### config.mk
export PLATFORM = sky130hd
export DESIGN_NAME = branch_target_buffer_2bit_flat
export DESIGN_NICKNAME = d
export VERILOG_FILES = /design/src/rtl/bp_pkg.sv /design/src/rtl/branch_target_buffer_2bit_if.sv /design/src/rtl/bp_match.sv /design/src/rtl/branch_target_buffer_2bit.sv /design/src/flat_wrapper.sv
export SDC_FILE = /design/constraint.sdc
export NUM_CORES = 1
export LEC_CHECK = 0
export BUFFER_PORTS_ARGS = -buffer_cell sky130_fd_sc_hd__buf_2
export CAP_MARGIN = 20
export CORE_UTILIZATION = 40
export CTS_BUF_LIST = sky130_fd_sc_hd__clkbuf_8
export CTS_CLUSTER_SIZE = 10
export DETAILED_ROUTE_END_ITERATION = 6
export PLACE_DENSITY = 0.7
export SKIP_LAST_GASP = 1
export SLEW_MARGIN = 20
export SYNTH_ARGS = -nofsm -noshare
export SYNTH_HDL_FRONTEND = slang
export SYNTH_SLANG_ARGS = --single-unit
### constraint.sdc
create_clock -name clk -period 3.9 [get_ports clk]
set_clock_uncertainty 0.15 [all_clocks]
set_input_delay 0.78 -clock clk [delete_from_list [all_inputs] [get_ports clk]]
set_output_delay 0.78 -clock clk [all_outputs]
set_load 0.02 [all_outputs]
### src/rtl/bp_pkg.sv
// Shared definitions for the branch target buffer: 2-bit direction counter
// encodings and their saturating update helpers.
package bp_pkg;

  typedef enum logic [1:0] {
    SNT = 2'b00,
    WNT = 2'b01,
    WT  = 2'b10,
    ST  = 2'b11
  } ctr_t;

  function automatic ctr_t ctr_inc(input ctr_t c);
    ctr_t r;
    case (c)
      SNT:     r = WNT;
      WNT:     r = WT;
      default: r = ST;
    endcase
    return r;
  endfunction

  function automatic ctr_t ctr_dec(input ctr_t c);
    ctr_t r;
    case (c)
      ST:      r = WT;
      WT:      r = WNT;
      default: r = SNT;
    endcase
    return r;
  endfunction

  // A freshly allocated entry starts on the weak side of its first outcome.
  function automatic ctr_t ctr_init(input logic taken);
    return taken ? WT : WNT;
  endfunction

  function automatic logic ctr_taken(input ctr_t c);
    return (c == WT) || (c == ST);
  endfunction

endpackage

### src/rtl/branch_target_buffer_2bit_if.sv
// Fetch-side and execute-side signal bundle of the branch target buffer.
interface branch_target_buffer_2bit_if #(
  parameter int PC_W = 5
);
  logic [PC_W-1:0] F_pc;
  logic            F_stall;
  logic            MEM_stall;
  logic            EX_brn;
  logic [PC_W-1:0] EX_pc;
  logic [PC_W-1:0] EX_alu_out;
  logic            EX_true_taken;
  logic            EX_BP_taken;
  logic [PC_W-1:0] EX_BP_target_pc;
  logic            BP_flush;
  logic            F_BP_hit;
  logic            F_BP_taken;
  logic [PC_W-1:0] F_BP_target_pc;
  logic            EX_mispredict;

  modport master (
    output F_pc, F_stall, MEM_stall, EX_brn, EX_pc, EX_alu_out,
           EX_true_taken, EX_BP_taken, EX_BP_target_pc, BP_flush,
    input  F_BP_hit, F_BP_taken, F_BP_target_pc, EX_mispredict
  );

  modport slave (
    input  F_pc, F_stall, MEM_stall, EX_brn, EX_pc, EX_alu_out,
           EX_true_taken, EX_BP_taken, EX_BP_target_pc, BP_flush,
    output F_BP_hit, F_BP_taken, F_BP_target_pc, EX_mispredict
  );
endinterface

### src/rtl/bp_match.sv
// Priority CAM: compares a query PC against every valid tag and reports the
// lowest matching index.
module bp_match #(
  parameter int PC_W  = 5,
  parameter int DEPTH = 8
) (
  input  logic [DEPTH-1:0]         valid,
  input  logic [PC_W-1:0]          tags [DEPTH],
  input  logic [PC_W-1:0]          query,
  output logic                     hit,
  output logic [$clog2(DEPTH)-1:0] idx
);
  localparam int IDX_W = $clog2(DEPTH);

  logic [DEPTH-1:0] match;

  genvar gi;
  generate
    for (gi = 0; gi < DEPTH; gi++) begin : g_cmp
      assign match[gi] = valid[gi] && (tags[gi] == query);
    end
  endgenerate

  // Scan from the top so the lowest matching index is the one left standing.
  always_comb begin
    hit = |match;
    idx = '0;
    for (int i = DEPTH - 1; i >= 0; i--) begin
      if (match[i]) idx = IDX_W'(i);
    end
  end

endmodule

### src/rtl/branch_target_buffer_2bit.sv
// IF-stage branch target buffer with 2-bit direction counters, fill-first
// round-robin replacement, flush, and EX-stage mispredict detection.
module branch_target_buffer_2bit
  import bp_pkg::*;
#(
  parameter int PC_W  = 5,
  parameter int DEPTH = 8
) (
  input logic                        clk,
  input logic                        rst,
  branch_target_buffer_2bit_if.slave bus
);
  localparam int IDX_W = $clog2(DEPTH);

  logic [DEPTH-1:0] valid_reg;
  logic [PC_W-1:0]  tag_reg    [DEPTH];
  logic [PC_W-1:0]  target_reg [DEPTH];
  ctr_t             ctr_reg    [DEPTH];
  logic [IDX_W-1:0] vptr_reg;

  logic             f_hit;
  logic [IDX_W-1:0] f_idx;
  logic             ex_hit;
  logic [IDX_W-1:0] ex_idx;
  logic             free_found;
  logic [IDX_W-1:0] free_idx;
  logic [IDX_W-1:0] alloc_idx;
  logic             upd;
  logic             f_inc;

  bp_match #(.PC_W(PC_W), .DEPTH(DEPTH)) u_match_f (
    .valid (valid_reg),
    .tags  (tag_reg),
    .query (bus.F_pc),
    .hit   (f_hit),
    .idx   (f_idx)
  );

  bp_match #(.PC_W(PC_W), .DEPTH(DEPTH)) u_match_ex (
    .valid (valid_reg),
    .tags  (tag_reg),
    .query (bus.EX_pc),
    .hit   (ex_hit),
    .idx   (ex_idx)
  );

  // Lowest-index invalid entry, same priority scan as the CAM.
  always_comb begin
    free_found = ~&valid_reg;
    free_idx   = '0;
    for (int i = DEPTH - 1; i >= 0; i--) begin
      if (!valid_reg[i]) free_idx = IDX_W'(i);
    end
  end

  assign alloc_idx = free_found ? free_idx : vptr_reg;
  assign upd       = bus.EX_brn && !bus.MEM_stall;
  assign f_inc     = !bus.F_stall && !bus.MEM_stall;

  // Lookup reads the registered table only, so same-cycle updates are not bypassed.
  always_comb begin
    bus.F_BP_hit       = f_hit;
    bus.F_BP_taken     = f_hit && ctr_taken(ctr_reg[f_idx]);
    bus.F_BP_target_pc = bus.F_BP_taken ? target_reg[f_idx]
                                        : bus.F_pc + PC_W'(f_inc);
  end

  always_comb begin
    bus.EX_mispredict = bus.EX_brn &&
                        ((bus.EX_BP_taken != bus.EX_true_taken) ||
                         (bus.EX_true_taken && (bus.EX_BP_target_pc != bus.EX_alu_out)));
  end

  always_ff @(posedge clk or posedge rst) begin
    if (rst) begin
      valid_reg <= '0;
      vptr_reg  <= '0;
      for (int i = 0; i < DEPTH; i++) begin
        tag_reg[i]    <= '0;
        target_reg[i] <= '0;
        ctr_reg[i]    <= WNT;
      end
    end else if (bus.BP_flush) begin
      valid_reg <= '0;
    end else if (upd) begin
      if (ex_hit) begin
        ctr_reg[ex_idx] <= bus.EX_true_taken ? ctr_inc(ctr_reg[ex_idx])
                                             : ctr_dec(ctr_reg[ex_idx]);
        if (bus.EX_true_taken) target_reg[ex_idx] <= bus.EX_alu_out;
      end else begin
        valid_reg[alloc_idx]  <= 1'b1;
        tag_reg[alloc_idx]    <= bus.EX_pc;
        target_reg[alloc_idx] <= bus.EX_alu_out;
        ctr_reg[alloc_idx]    <= ctr_init(bus.EX_true_taken);
        // Victim pointer only moves when it actually chose the slot.
        if (!free_found) vptr_reg <= vptr_reg + IDX_W'(1);
      end
    end
  end

endmodule

### src/flat_wrapper.sv
// flat-port wrapper written by rule: the top's interface ports become plain ports
module branch_target_buffer_2bit_flat import bp_pkg::*;
#(
  parameter int PC_W  = 5,
  parameter int DEPTH = 8
)
  (clk, rst, bus_F_pc, bus_F_stall, bus_MEM_stall, bus_EX_brn, bus_EX_pc, bus_EX_alu_out, bus_EX_true_taken, bus_EX_BP_taken, bus_EX_BP_target_pc, bus_BP_flush, bus_F_BP_hit, bus_F_BP_taken, bus_F_BP_target_pc, bus_EX_mispredict);
  branch_target_buffer_2bit_if #(.PC_W(PC_W)) bus_i ();
  input logic clk;
  input logic rst;
  input wire logic [$bits(bus_i.F_pc)-1:0] bus_F_pc;
  input wire logic [$bits(bus_i.F_stall)-1:0] bus_F_stall;
  input wire logic [$bits(bus_i.MEM_stall)-1:0] bus_MEM_stall;
  input wire logic [$bits(bus_i.EX_brn)-1:0] bus_EX_brn;
  input wire logic [$bits(bus_i.EX_pc)-1:0] bus_EX_pc;
  input wire logic [$bits(bus_i.EX_alu_out)-1:0] bus_EX_alu_out;
  input wire logic [$bits(bus_i.EX_true_taken)-1:0] bus_EX_true_taken;
  input wire logic [$bits(bus_i.EX_BP_taken)-1:0] bus_EX_BP_taken;
  input wire logic [$bits(bus_i.EX_BP_target_pc)-1:0] bus_EX_BP_target_pc;
  input wire logic [$bits(bus_i.BP_flush)-1:0] bus_BP_flush;
  output wire logic [$bits(bus_i.F_BP_hit)-1:0] bus_F_BP_hit;
  output wire logic [$bits(bus_i.F_BP_taken)-1:0] bus_F_BP_taken;
  output wire logic [$bits(bus_i.F_BP_target_pc)-1:0] bus_F_BP_target_pc;
  output wire logic [$bits(bus_i.EX_mispredict)-1:0] bus_EX_mispredict;
  assign bus_i.F_pc = bus_F_pc;
  assign bus_i.F_stall = bus_F_stall;
  assign bus_i.MEM_stall = bus_MEM_stall;
  assign bus_i.EX_brn = bus_EX_brn;
  assign bus_i.EX_pc = bus_EX_pc;
  assign bus_i.EX_alu_out = bus_EX_alu_out;
  assign bus_i.EX_true_taken = bus_EX_true_taken;
  assign bus_i.EX_BP_taken = bus_EX_BP_taken;
  assign bus_i.EX_BP_target_pc = bus_EX_BP_target_pc;
  assign bus_i.BP_flush = bus_BP_flush;
  assign bus_F_BP_hit = bus_i.F_BP_hit;
  assign bus_F_BP_taken = bus_i.F_BP_taken;
  assign bus_F_BP_target_pc = bus_i.F_BP_target_pc;
  assign bus_EX_mispredict = bus_i.EX_mispredict;
  branch_target_buffer_2bit #(.PC_W(PC_W), .DEPTH(DEPTH)) u_core (.clk(clk), .rst(rst), .bus(bus_i));
endmodule
==> results of run 1 <==
-- synthesized netlist by cell type (2+ instances only) --
library cell / count
a211oi_1: 4
nand2b_1: 2
a31oi_1: 4
xor2_1: 42
ha_1: 3
or2_2: 2
buf_1: 2
xnor2_1: 48
dfrtp_1: 99
nor2_1: 34
nand2_1: 36
a21oi_1: 11
mux2_2: 81
buf_4: 5
a221oi_1: 2
o221ai_1: 4
nand4_1: 11
inv_1: 13
and2_1: 2
maj3_2: 2
o21ai_0: 15
o21ai_1: 3
dfstp_2: 8
a21o_1: 5
o2bb2ai_1: 2
nor4_1: 10
and3_1: 4
buf_2: 14
nor3_1: 12
mux2i_1: 48
a22oi_1: 4
clkbuf_1: 10
a221oi_2: 2
nand3_1: 21
o22ai_1: 3
a21boi_1: 2
-- worst register-to-register path: stages (launching register included) --
cell and delay, ps:
dfrtp_1 430, xnor2_1 180, nand4_1 140, nor3_1 480, or3_1 260, a31oi_4 140
buf_4 180, nor2_1 170, nand3_1 120, a21oi_1 570, mux2_2 420
-- where the power goes --
group	total, uW	switching, uW	internal, uW
Combinational	459	237	222
Clock	752	436	316
Sequential	1260	69.5	1190
-- timing repair --
item	in CTS	in global routing
endpoints found under the setup margin	6	6
gates resized for setup	23	16
setup buffers	5	3
pin swaps	5	8
hold endpoints to repair	0	0
-- worst min-delay path by stage --
stage,from,to,slack (ps),cells after the start
3_3_place_gp,u_core.vptr_reg[2],u_core.vptr_reg[2],320,1
4_1_cts,rst,u_core.tag_reg[23],340,2
6_report,rst,u_core.tag_reg[22],320,2
3_5_place_dp,u_core.vptr_reg[2],u_core.vptr_reg[2],330,1
5_1_grt,u_core.vptr_reg[2],u_core.vptr_reg[2],360,1
2_1_floorplan,u_core.vptr_reg[2],u_core.vptr_reg[2],300,1
-- through the flow --
stage,power [uW],utilization
CTS,2480,0.495
floorplan,1590,-
global route,2590,0.502
global placement,1700,0.474
finish,2470,0.502
detailed placement,1720,0.474
-- cell families after synthesis --
| logic type | Yosys count |
|---|---|
| simple gates | 144 |
| mux | 129 |
| flops | 107 |
| xor+xnor | 90 |
| compound gates | 74 |
| buf+inv | 45 |
| fa+ha+maj | 5 |
-- per-layer routing --
| metal | up-vias | wire length, um | track usage |
|---|---|---|---|
| met2 | 140 | 8050 | 0.356 |
| met5 | - | 0 | 0 |
| met3 | 35 | 799 | 0.0407 |
| met4 | 0 | 479 | 0.0907 |
| met1 | 2506 | 7800 | 0.300 |
| li1 | 2288 | - | - |
-- layout make-up --
type	count	area, um2	share of cell area
multi-input combinational	442	3640	0.472
inverter	13	51.3	0.00665
clock inverter	7	90.1	0.0117
clock buffer	9	124	0.0161
tap	211	264	0.0342
sequential	107	2690	0.349
timing repair buffer	110	855	0.111
==> results.tsv, run 1 <==
stage	metric	value	unit
yosys	synth_fp_nets	625	
final_layout	diodes	0	
sta	finalSetupViolCount	6	
yosys	synth_seq_cells	107	
worst_setup_path	r2r_setup_slack	540	ps
worst_setup_path	cp_cell_sequence	buf_12 -> xor2_1 -> nor4_2 -> and3_1 -> o221ai_2 -> a21boi_4 -> mux2i_1 -> mux2i_1 -> a221oi_4 -> buf_6 -> mux2_4 -> buf_6	
routing	final_antenna_net_count	0	
routing	drtIter0Drc	394	
power_and_ir_drop	power_density	321	nW/um2
yosys	synth_xor_xnor_area_share	0.123	
final_layout	area_delta_synth_final	20.8	%
clock_network	clock_latency	400	ps
final_layout	nets	714	
sta	finalCritPeriodShare	1.09	
final_layout	final_cells	899	
routing	routedWlPerCell	19.1	um
routing	wl	17.1	mm
worst_setup_path	cp.depth	12	
grt	track_usage	0.223	
worst_setup_path	worstPathArrival	3340	ps
floorplanning	die_x	128	um
grt	overflow	0	
clock_network	cts_max_level	3	
yosys	yosysSeqAreaShare	0.421	
worst_setup_path	worstSetupEndpointType	output pin	
hold_path	min_path_type	in -> async	
sta	worst_pin_slew	842	ps
floorplanning	initial_utilization	0.415	
worst_setup_path	endpoint	bus_F_BP_target_pc[1]	
worst_setup_path	r2r-end	u_core.target_reg[24]	
power_and_ir_drop	ir_drop	0.280	mV
final_layout	final_common_cell	dfrtp_1	
sta	hold_viol_final	0	
placement	dp_worst_setup_slack	-391	ps
placement	dp.cells	875	
outcome	status	finished with violations	
final_layout	most-common-layout-cells	99 x dfrtp_1, 79 x mux2_2, 70 x buf_4, 47 x xnor2_1, 44 x mux2i_1	
floorplanning	coreArea	15400	um2
yosys	synthSimpleGateAreaFrac	0.111	
placement	dp_hpwl	13.0	mm
yosys	postSynthCellCount	594	
outcome	failed_checks	setup timing	
clock_network	clk_path_buf_depth	2	
clock_network	cts-root-buf	clkbuf_8	
yosys	ys.warnings.count	0	
worst_setup_path	cpMaxStageDelayCell	nor4_2	
grt	grt_max_degree	56	
floorplanning	ios	36	
yosys	ys.flop_type	dfrtp_1	
final_layout	finalInstanceArea	7710	um2
yosys	synth_top_family_by_area	multiplexers	
sta	fin_setup_tns	-2010	ps
sta	fin_crit	4270	ps
worst_setup_path	slowest_delay	360	ps
grt	antenna_found_initial	0	
yosys	synth_largest_area_cell	dfrtp_1	
yosys	synthMuxAreaShare	0.218	
yosys	async_reset_ff_frac	1.00	
yosys	synth_compound_area_frac	0.0841	
sta	grt_setup_unrepaired	yes	
sta	clock.fmax	0.234	GHz
grt	grt_pass1_wl	27.8	mm
floorplanning	die_area	16500	um2
power_and_ir_drop	power.leakage	0.00347	uW
worst_setup_path	required	2970	ps
run	cap_violations	0	
worst_setup_path	cp_num_buf_inv	3	
clock_network	hold_buffers	0	
yosys	synth_top_area_frac	0.388	
final_layout	n_fill_cell	1331	
yosys	synth_area	6380	um2
yosys	synth.avg_cell_area	10.7	um2
worst_setup_path	r2r-start	u_core.tag_reg[24]	
worst_setup_path	critPathKind	in -> out	
sta	whs	321	ps
yosys	synthAdderAreaFrac	0.00941	
floorplanning	die_h	128	um
floorplanning	rows	45	
routing	drcViolationCount	0	
routing	vias_per_cell	5.53	
placement	port_buffers	35	
yosys	synthTopCellsByArea	dfrtp_1 39%, mux2_2 14%, mux2i_1 7.5%	
worst_setup_path	cp_top_family	compound AO/OA/AOI/OAI gates	
clock_network	path_clk_slew	110	ps
routing	first_pass_iters	5	
yosys	yosysUniqueCellTypes	60	
routing	vias	4969	
sta	setup_ws	-370	ps
worst_setup_path	reg2reg_depth	10	
sta	slew_headroom	0.437	
clock_network	cts_tree	yes	
yosys	synth_edf_count	0	
placement	gp_congestion	0.924	
worst_setup_path	crit_path_start_kind	primary input	
sta	finalMaxSlewViolations	0	
placement	placed_cell_area	7290	um2
worst_setup_path	crit_path_max_fanout	6	
grt	first_global_vias	5156	
worst_setup_path	crit_start	bus_F_pc[3]	
clock_network	tritoncts.num_buffers	9	
final_layout	drive_gt1_frac	0.363	
clock_network	cts_num_sinks	107	
Note: power is estimated with default switching activity, not from simulation.
==> inputs of run 2 (changes only) <==
- ABC_CLOCK_PERIOD_IN_PS: unset -> 3900
- CAP_MARGIN: 20 -> unset
- PLACE_DENSITY: 0.7 -> unset
==> results.tsv, run 2 (synthesized netlist as in run 1, its figures left out) <==
stage	metric	value	unit	change
power_and_ir_drop	ir_drop	0.195	mV	was 0.280 mV
outcome	status	finished with violations		unchanged
final_layout	finish.utilization	0.522		was 0.502
worst_setup_path	required	2970	ps	about the same
final_layout	final_cells	915		was 899
placement	gp_congestion	0.904		was 0.924
floorplanning	die_x	128	um	unchanged
final_layout	nets	728		was 714
grt	grt_pass1_wl	28.5	mm	was 27.8 mm
clock_network	cts_tree	yes		unchanged
routing	routedWlPerCell	19.8	um	was 19.1 um
hold_path	min_path_type	reg -> reg		was in -> async
grt	track_usage	0.230		was 0.223
routing	vias_per_cell	5.46		was 5.53
final_layout	finalInstanceArea	8020	um2	was 7710 um2
floorplanning	die_area	16500	um2	unchanged
worst_setup_path	critPathKind	in -> out		unchanged
routing	final_antenna_net_count	0		unchanged
sta	hold_viol_final	0		unchanged
clock_network	clock_latency	390	ps	was 400 ps
final_layout	drive_gt1_frac	0.407		was 0.363
final_layout	most-common-layout-cells	97 x dfrtp_1, 82 x buf_4, 79 x mux2_2, 44 x mux2i_1, 41 x xnor2_1		was 99 x dfrtp_1, 79 x mux2_2, 70 x buf_4, 47 x xnor2_1, 44 x mux2i_1
worst_setup_path	worstPathArrival	3330	ps	was 3340 ps
clock_network	cts-root-buf	clkbuf_8		unchanged
outcome	failed_checks	setup timing		unchanged
sta	worst_pin_slew	959	ps	was 842 ps
worst_setup_path	worstSetupEndpointType	output pin		unchanged
sta	finalCritPeriodShare	1.09		about the same
floorplanning	coreArea	15400	um2	unchanged
sta	finalSetupViolCount	6		unchanged
clock_network	clk_path_buf_depth	2		unchanged
grt	grt_max_degree	59		was 56
placement	placed_cell_area	7400	um2	was 7290 um2
floorplanning	ios	36		unchanged
clock_network	cts_max_level	3		unchanged
routing	wl	18.1	mm	was 17.1 mm
clock_network	cts_num_sinks	107		unchanged
routing	vias	4994		was 4969
sta	slew_headroom	0.357		was 0.437
final_layout	area_delta_synth_final	25.7	%	was 20.8%
worst_setup_path	crit_path_max_fanout	7		was 6
worst_setup_path	reg2reg_depth	10		unchanged
hold_path	hold_depth	1		
routing	drtIter0Drc	299		was 394
placement	dp.cells	886		was 875
floorplanning	die_h	128	um	unchanged
final_layout	final_common_cell	dfrtp_1		unchanged
grt	first_global_vias	5236		was 5156
clock_network	path_clk_slew	110	ps	about the same
clock_network	tritoncts.num_buffers	9		unchanged
routing	drcViolationCount	0		unchanged
floorplanning	initial_utilization	0.415		unchanged
floorplanning	rows	45		unchanged
run	cap_violations	0		unchanged
sta	fin_crit	4260	ps	was 4270 ps
grt	overflow	0		unchanged
sta	setup_ws	-363	ps	was -370 ps
power_and_ir_drop	power_density	305	nW/um2	was 321 nW/um2
worst_setup_path	crit_path_start_kind	primary input		unchanged
sta	clock.fmax	0.235	GHz	was 0.234 GHz
placement	dp_hpwl	13.3	mm	was 13.0 mm
placement	port_buffers	35		unchanged
sta	fin_setup_tns	-1770	ps	was -2010 ps
routing	first_pass_iters	4		was 5
grt	antenna_found_initial	0		unchanged
final_layout	n_fill_cell	1344		was 1331
sta	grt_setup_unrepaired	yes		unchanged
power_and_ir_drop	total_power	2440	uW	was 2470 uW
power_and_ir_drop	power.leakage	0.00359	uW	was 0.00347 uW
sta	finalMaxSlewViolations	0		unchanged
## run 2: cell count changes in the layout (fill, tap and decap cells not counted), sizes merged
cell    previous run  this run
clkinv             1         3
clkbuf            10         9
buf              109       124
inv               18        17
diode              0         2
bufinv             1         0
## run 2: through the flow
stage / hold WS [ps] / setup slack [ps]
after floorplan: 296 / -118
after global placement: 324 / -287
after detailed placement: 328 / -403
after CTS: 349 / -347
after global routing: 373 / -441
final: 345 / -363
## run 2: final timing paths
| kind | start | end | slack [ps] |
|---|---|---|---|
| worst min register to register | u_core.vptr_reg[2] | u_core.vptr_reg[2] | 340 |
| min in group asynchronous | rst | u_core.tag_reg[36] | 360 |
| worst max register to register | u_core.tag_reg[32] | u_core.target_reg[22] | 510 |
| max in group asynchronous | rst | u_core.ctr_reg[10] | 2470 |
| worst max-delay path | bus_F_pc[1] | bus_F_BP_target_pc[1] | -360 |
| worst min-delay path | u_core.vptr_reg[2] | u_core.vptr_reg[2] | 340 |
## run 2: final cells by class
| class | instances | area, um2 | area share |
|---|---|---|---|
| diodes | 2 | 5.00 | 0.000624 |
| clock buffers | 9 | 124 | 0.0154 |
| clock inverters | 7 | 66.3 | 0.00827 |
| inverters | 13 | 51.3 | 0.00639 |
| multi-input cells | 442 | 3820 | 0.477 |
| flip-flops and latches | 107 | 2690 | 0.335 |
| well taps | 211 | 264 | 0.0329 |
| repair buffers | 124 | 998 | 0.124 |
## run 2: repair_timing
item | 4_1_cts | 5_1_grt
buffers inserted | 6 | 5
setup endpoints to repair | 6 | 6
hold buffers | 0 | 0
pin swaps | 6 | 19
resized for setup | 25 | 50
## run 2: worst max-delay path, cell delays in order
cell and delay [ps]:
buf_4 150, buf_4 160, xnor2_1 150, nand4_1 200, nor2_2 220, o21ai_1 100
a21oi_2 230, buf_4 160, mux2i_2 220, nor2_2 80, a221oi_4 260, buf_12 180
mux2_4 300, buf_6 130
## run 2: where the power goes
part	internal [uW]	switching, uW	leakage [uW]
logic	247	250	0.00208
clock network	250	432	0.0000982
registers	1190	72.2	0.00142
total	1690	754	0.00359
## run 2: per-layer routing
metal	vias up	global-route usage	wire length, um
li1	2319	-	-
met1	2521	0.313	8190
met2	128	0.376	8660
met3	26	0.0366	939
met4	0	0.0713	343
met5	-	0	0
==> inputs of run 3 (changes only) <==
- PLACE_DENSITY: unset -> 0.57
==> results.tsv, run 3 (synthesized netlist as in run 1, its figures left out) <==
stage	metric	value	unit	change
worst_setup_path	worstPathArrival	3300	ps	was 3330 ps
power_and_ir_drop	power_density	323	nW/um2	was 305 nW/um2
routing	drcViolationCount	0		unchanged
worst_setup_path	cpMaxStageDelayCell	mux2_4		unchanged
sta	grt_setup_unrepaired	yes		unchanged
sta	hold_viol_final	0		unchanged
worst_setup_path	crit_path_max_fanout	6		was 7
grt	grt_pass1_wl	28.7	mm	was 28.5 mm
clock_network	path_clk_slew	120	ps	was 110 ps
placement	gp_congestion	0.897		was 0.904
hold_path	hold_depth	1		unchanged
floorplanning	coreArea	15400	um2	unchanged
power_and_ir_drop	power.leakage	0.00350	uW	was 0.00359 uW
outcome	failed_checks	setup timing		unchanged
clock_network	clk_path_buf_depth	2		unchanged
worst_setup_path	worstSetupEndpointType	output pin		unchanged
floorplanning	die_x	128	um	unchanged
worst_setup_path	reg2reg_depth	11		was 10
final_layout	most-common-layout-cells	99 x dfrtp_1, 80 x buf_4, 79 x mux2_2, 47 x xnor2_1, 45 x mux2i_1		was 97 x dfrtp_1, 82 x buf_4, 79 x mux2_2, 44 x mux2i_1, 41 x xnor2_1
worst_setup_path	cp_cell_sequence	buf_2 -> buf_12 -> xnor2_1 -> nand4_1 -> nor3_2 -> buf_4 -> nor2b_1 -> a21boi_4 -> mux2i_1 -> mux2i_1 -> a221oi_4 -> buf_12 -> mux2_4 -> buf_6		was buf_4 -> buf_4 -> xnor2_1 -> nand4_1 -> nor2_2 -> o21ai_1 -> a21oi_2 -> buf_4 -> mux2i_2 -> nor2_2 -> a221oi_4 -> buf_12 -> mux2_4 -> buf_6
sta	fin_setup_tns	-1630	ps	was -1770 ps
floorplanning	rows	45		unchanged
power_and_ir_drop	total_power	2490	uW	was 2440 uW
grt	first_global_vias	5142		was 5236
worst_setup_path	slowest_delay	310	ps	was 300 ps
clock_network	tritoncts.num_buffers	9		unchanged
routing	drtIter0Drc	297		was 299
final_layout	diodes	0		was 2
clock_network	cts-root-buf	clkbuf_8		unchanged
routing	first_pass_iters	4		unchanged
final_layout	area_delta_synth_final	21.0	%	was 25.7%
grt	overflow	0		unchanged
placement	port_buffers	35		unchanged
run	cap_violations	0		unchanged
final_layout	final_common_cell	dfrtp_1		unchanged
final_layout	drive_gt1_frac	0.362		was 0.407
sta	finalSetupViolCount	6		unchanged
routing	routedWlPerCell	19.2	um	was 19.8 um
worst_setup_path	crit_path_start_kind	primary input		unchanged
sta	setup_ws	-328	ps	was -363 ps
routing	wl	17.4	mm	was 18.1 mm
floorplanning	ios	36		unchanged
sta	clock.fmax	0.237	GHz	was 0.235 GHz
clock_network	clock_latency	410	ps	was 390 ps
worst_setup_path	required	2970	ps	about the same
power_and_ir_drop	ir_drop	0.188	mV	was 0.195 mV
clock_network	cts_tree	yes		unchanged
final_layout	nets	722		was 728
placement	dp_hpwl	13.3	mm	about the same
grt	grt_max_degree	59		unchanged
grt	track_usage	0.231		was 0.230
floorplanning	initial_utilization	0.415		unchanged
floorplanning	die_h	128	um	unchanged
clock_network	hold_buffers	0		unchanged
worst_setup_path	critPathKind	in -> out		unchanged
routing	vias_per_cell	5.36		was 5.46
floorplanning	die_area	16500	um2	unchanged
clock_network	cts_max_level	3		unchanged
clock_network	cts_num_sinks	107		unchanged
sta	worst_pin_slew	893	ps	was 959 ps
hold_path	min_path_type	reg -> reg		unchanged
sta	fin_crit	4230	ps	was 4260 ps
sta	finalMaxSlewViolations	0		unchanged
sta	slew_headroom	0.402		was 0.357
routing	final_antenna_net_count	0		unchanged
routing	vias	4866		was 4994
sta	finalCritPeriodShare	1.08		was 1.09
grt	antenna_found_initial	0		unchanged
outcome	status	finished with violations		unchanged
## run 3: changes by cell type in the layout (fill, tap and decap cells not counted), sizes merged
cell,change
bufinv,+1
clkinv,-1
buf,-6
diode,-2
## run 3: critical path, delay by kind of cell
family	cells	cell delay, ps
AND/OR/NAND/NOR	3	390
XOR/XNOR	1	110
multiplexers	3	710
buffers and inverters	5	780
AO/OA/AOI/OAI	2	520
## run 3: repair_timing
item	in CTS	in global routing
pin swaps	5	3
resized for setup	22	3
setup buffers	2	1
setup endpoints to repair	6	6
## run 3: per-stage QoR
step | utilization | instance area [um2] | instances | hold WS (ps) | worst slack [ps]
2_1_floorplan | - | 6520 | 594 | 296 | -118
3_3_place_gp | 0.481 | 7400 | 888 | 321 | -360
3_5_place_dp | 0.481 | 7400 | 888 | 324 | -453
4_1_cts | 0.501 | 7700 | 906 | 348 | -391
5_1_grt | 0.503 | 7730 | 907 | 358 | -450
6_report | 0.503 | 7730 | 907 | 348 | -328
## run 3: area by class of cell
cell class | count | area (um2)
fillers | 1399 | 7640
clock buffers | 9 | 124
inverters | 13 | 51.3
repair buffers | 118 | 898
clock inverters | 7 | 95.1
well taps | 211 | 264
multi-input cells | 442 | 3610
flip-flops and latches | 107 | 2690
## run 3: layer usage
metal | share of wire | vias up | global-route usage
met2 | 0.46 | 98 | 0.363
met3 | 0.050 | 22 | 0.0407
met1 | 0.48 | 2433 | 0.326
met5 | 0 | - | 0
met4 | 0.016 | 0 | 0.0685
li1 | - | 2313 | -
## run 3: path summary, 6_finish.rpt
kind                                    start                     to  slack [ps]
setup / recovery                  bus_F_pc[2]  bus_F_BP_target_pc[0]        -330
hold / removal             u_core.vptr_reg[2]     u_core.vptr_reg[2]         350
setup reg to reg           u_core.tag_reg[33]   u_core.target_reg[3]         700
hold reg to reg            u_core.vptr_reg[2]     u_core.vptr_reg[2]         350
max in group asynchronous                 rst      u_core.ctr_reg[0]        2470
min in group asynchronous                 rst     u_core.tag_reg[39]         360
## run 3: where the power goes
| group | internal (uW) | switching, uW | total, uW | leakage [uW] |
|---|---|---|---|---|
| combinational | 226 | 235 | 461 | 0.00197 |
| sequential | 1190 | 67.1 | 1260 | 0.00142 |
| clock | 317 | 453 | 770 | 0.000111 |
| total | 1740 | 755 | 2490 | 0.00350 |
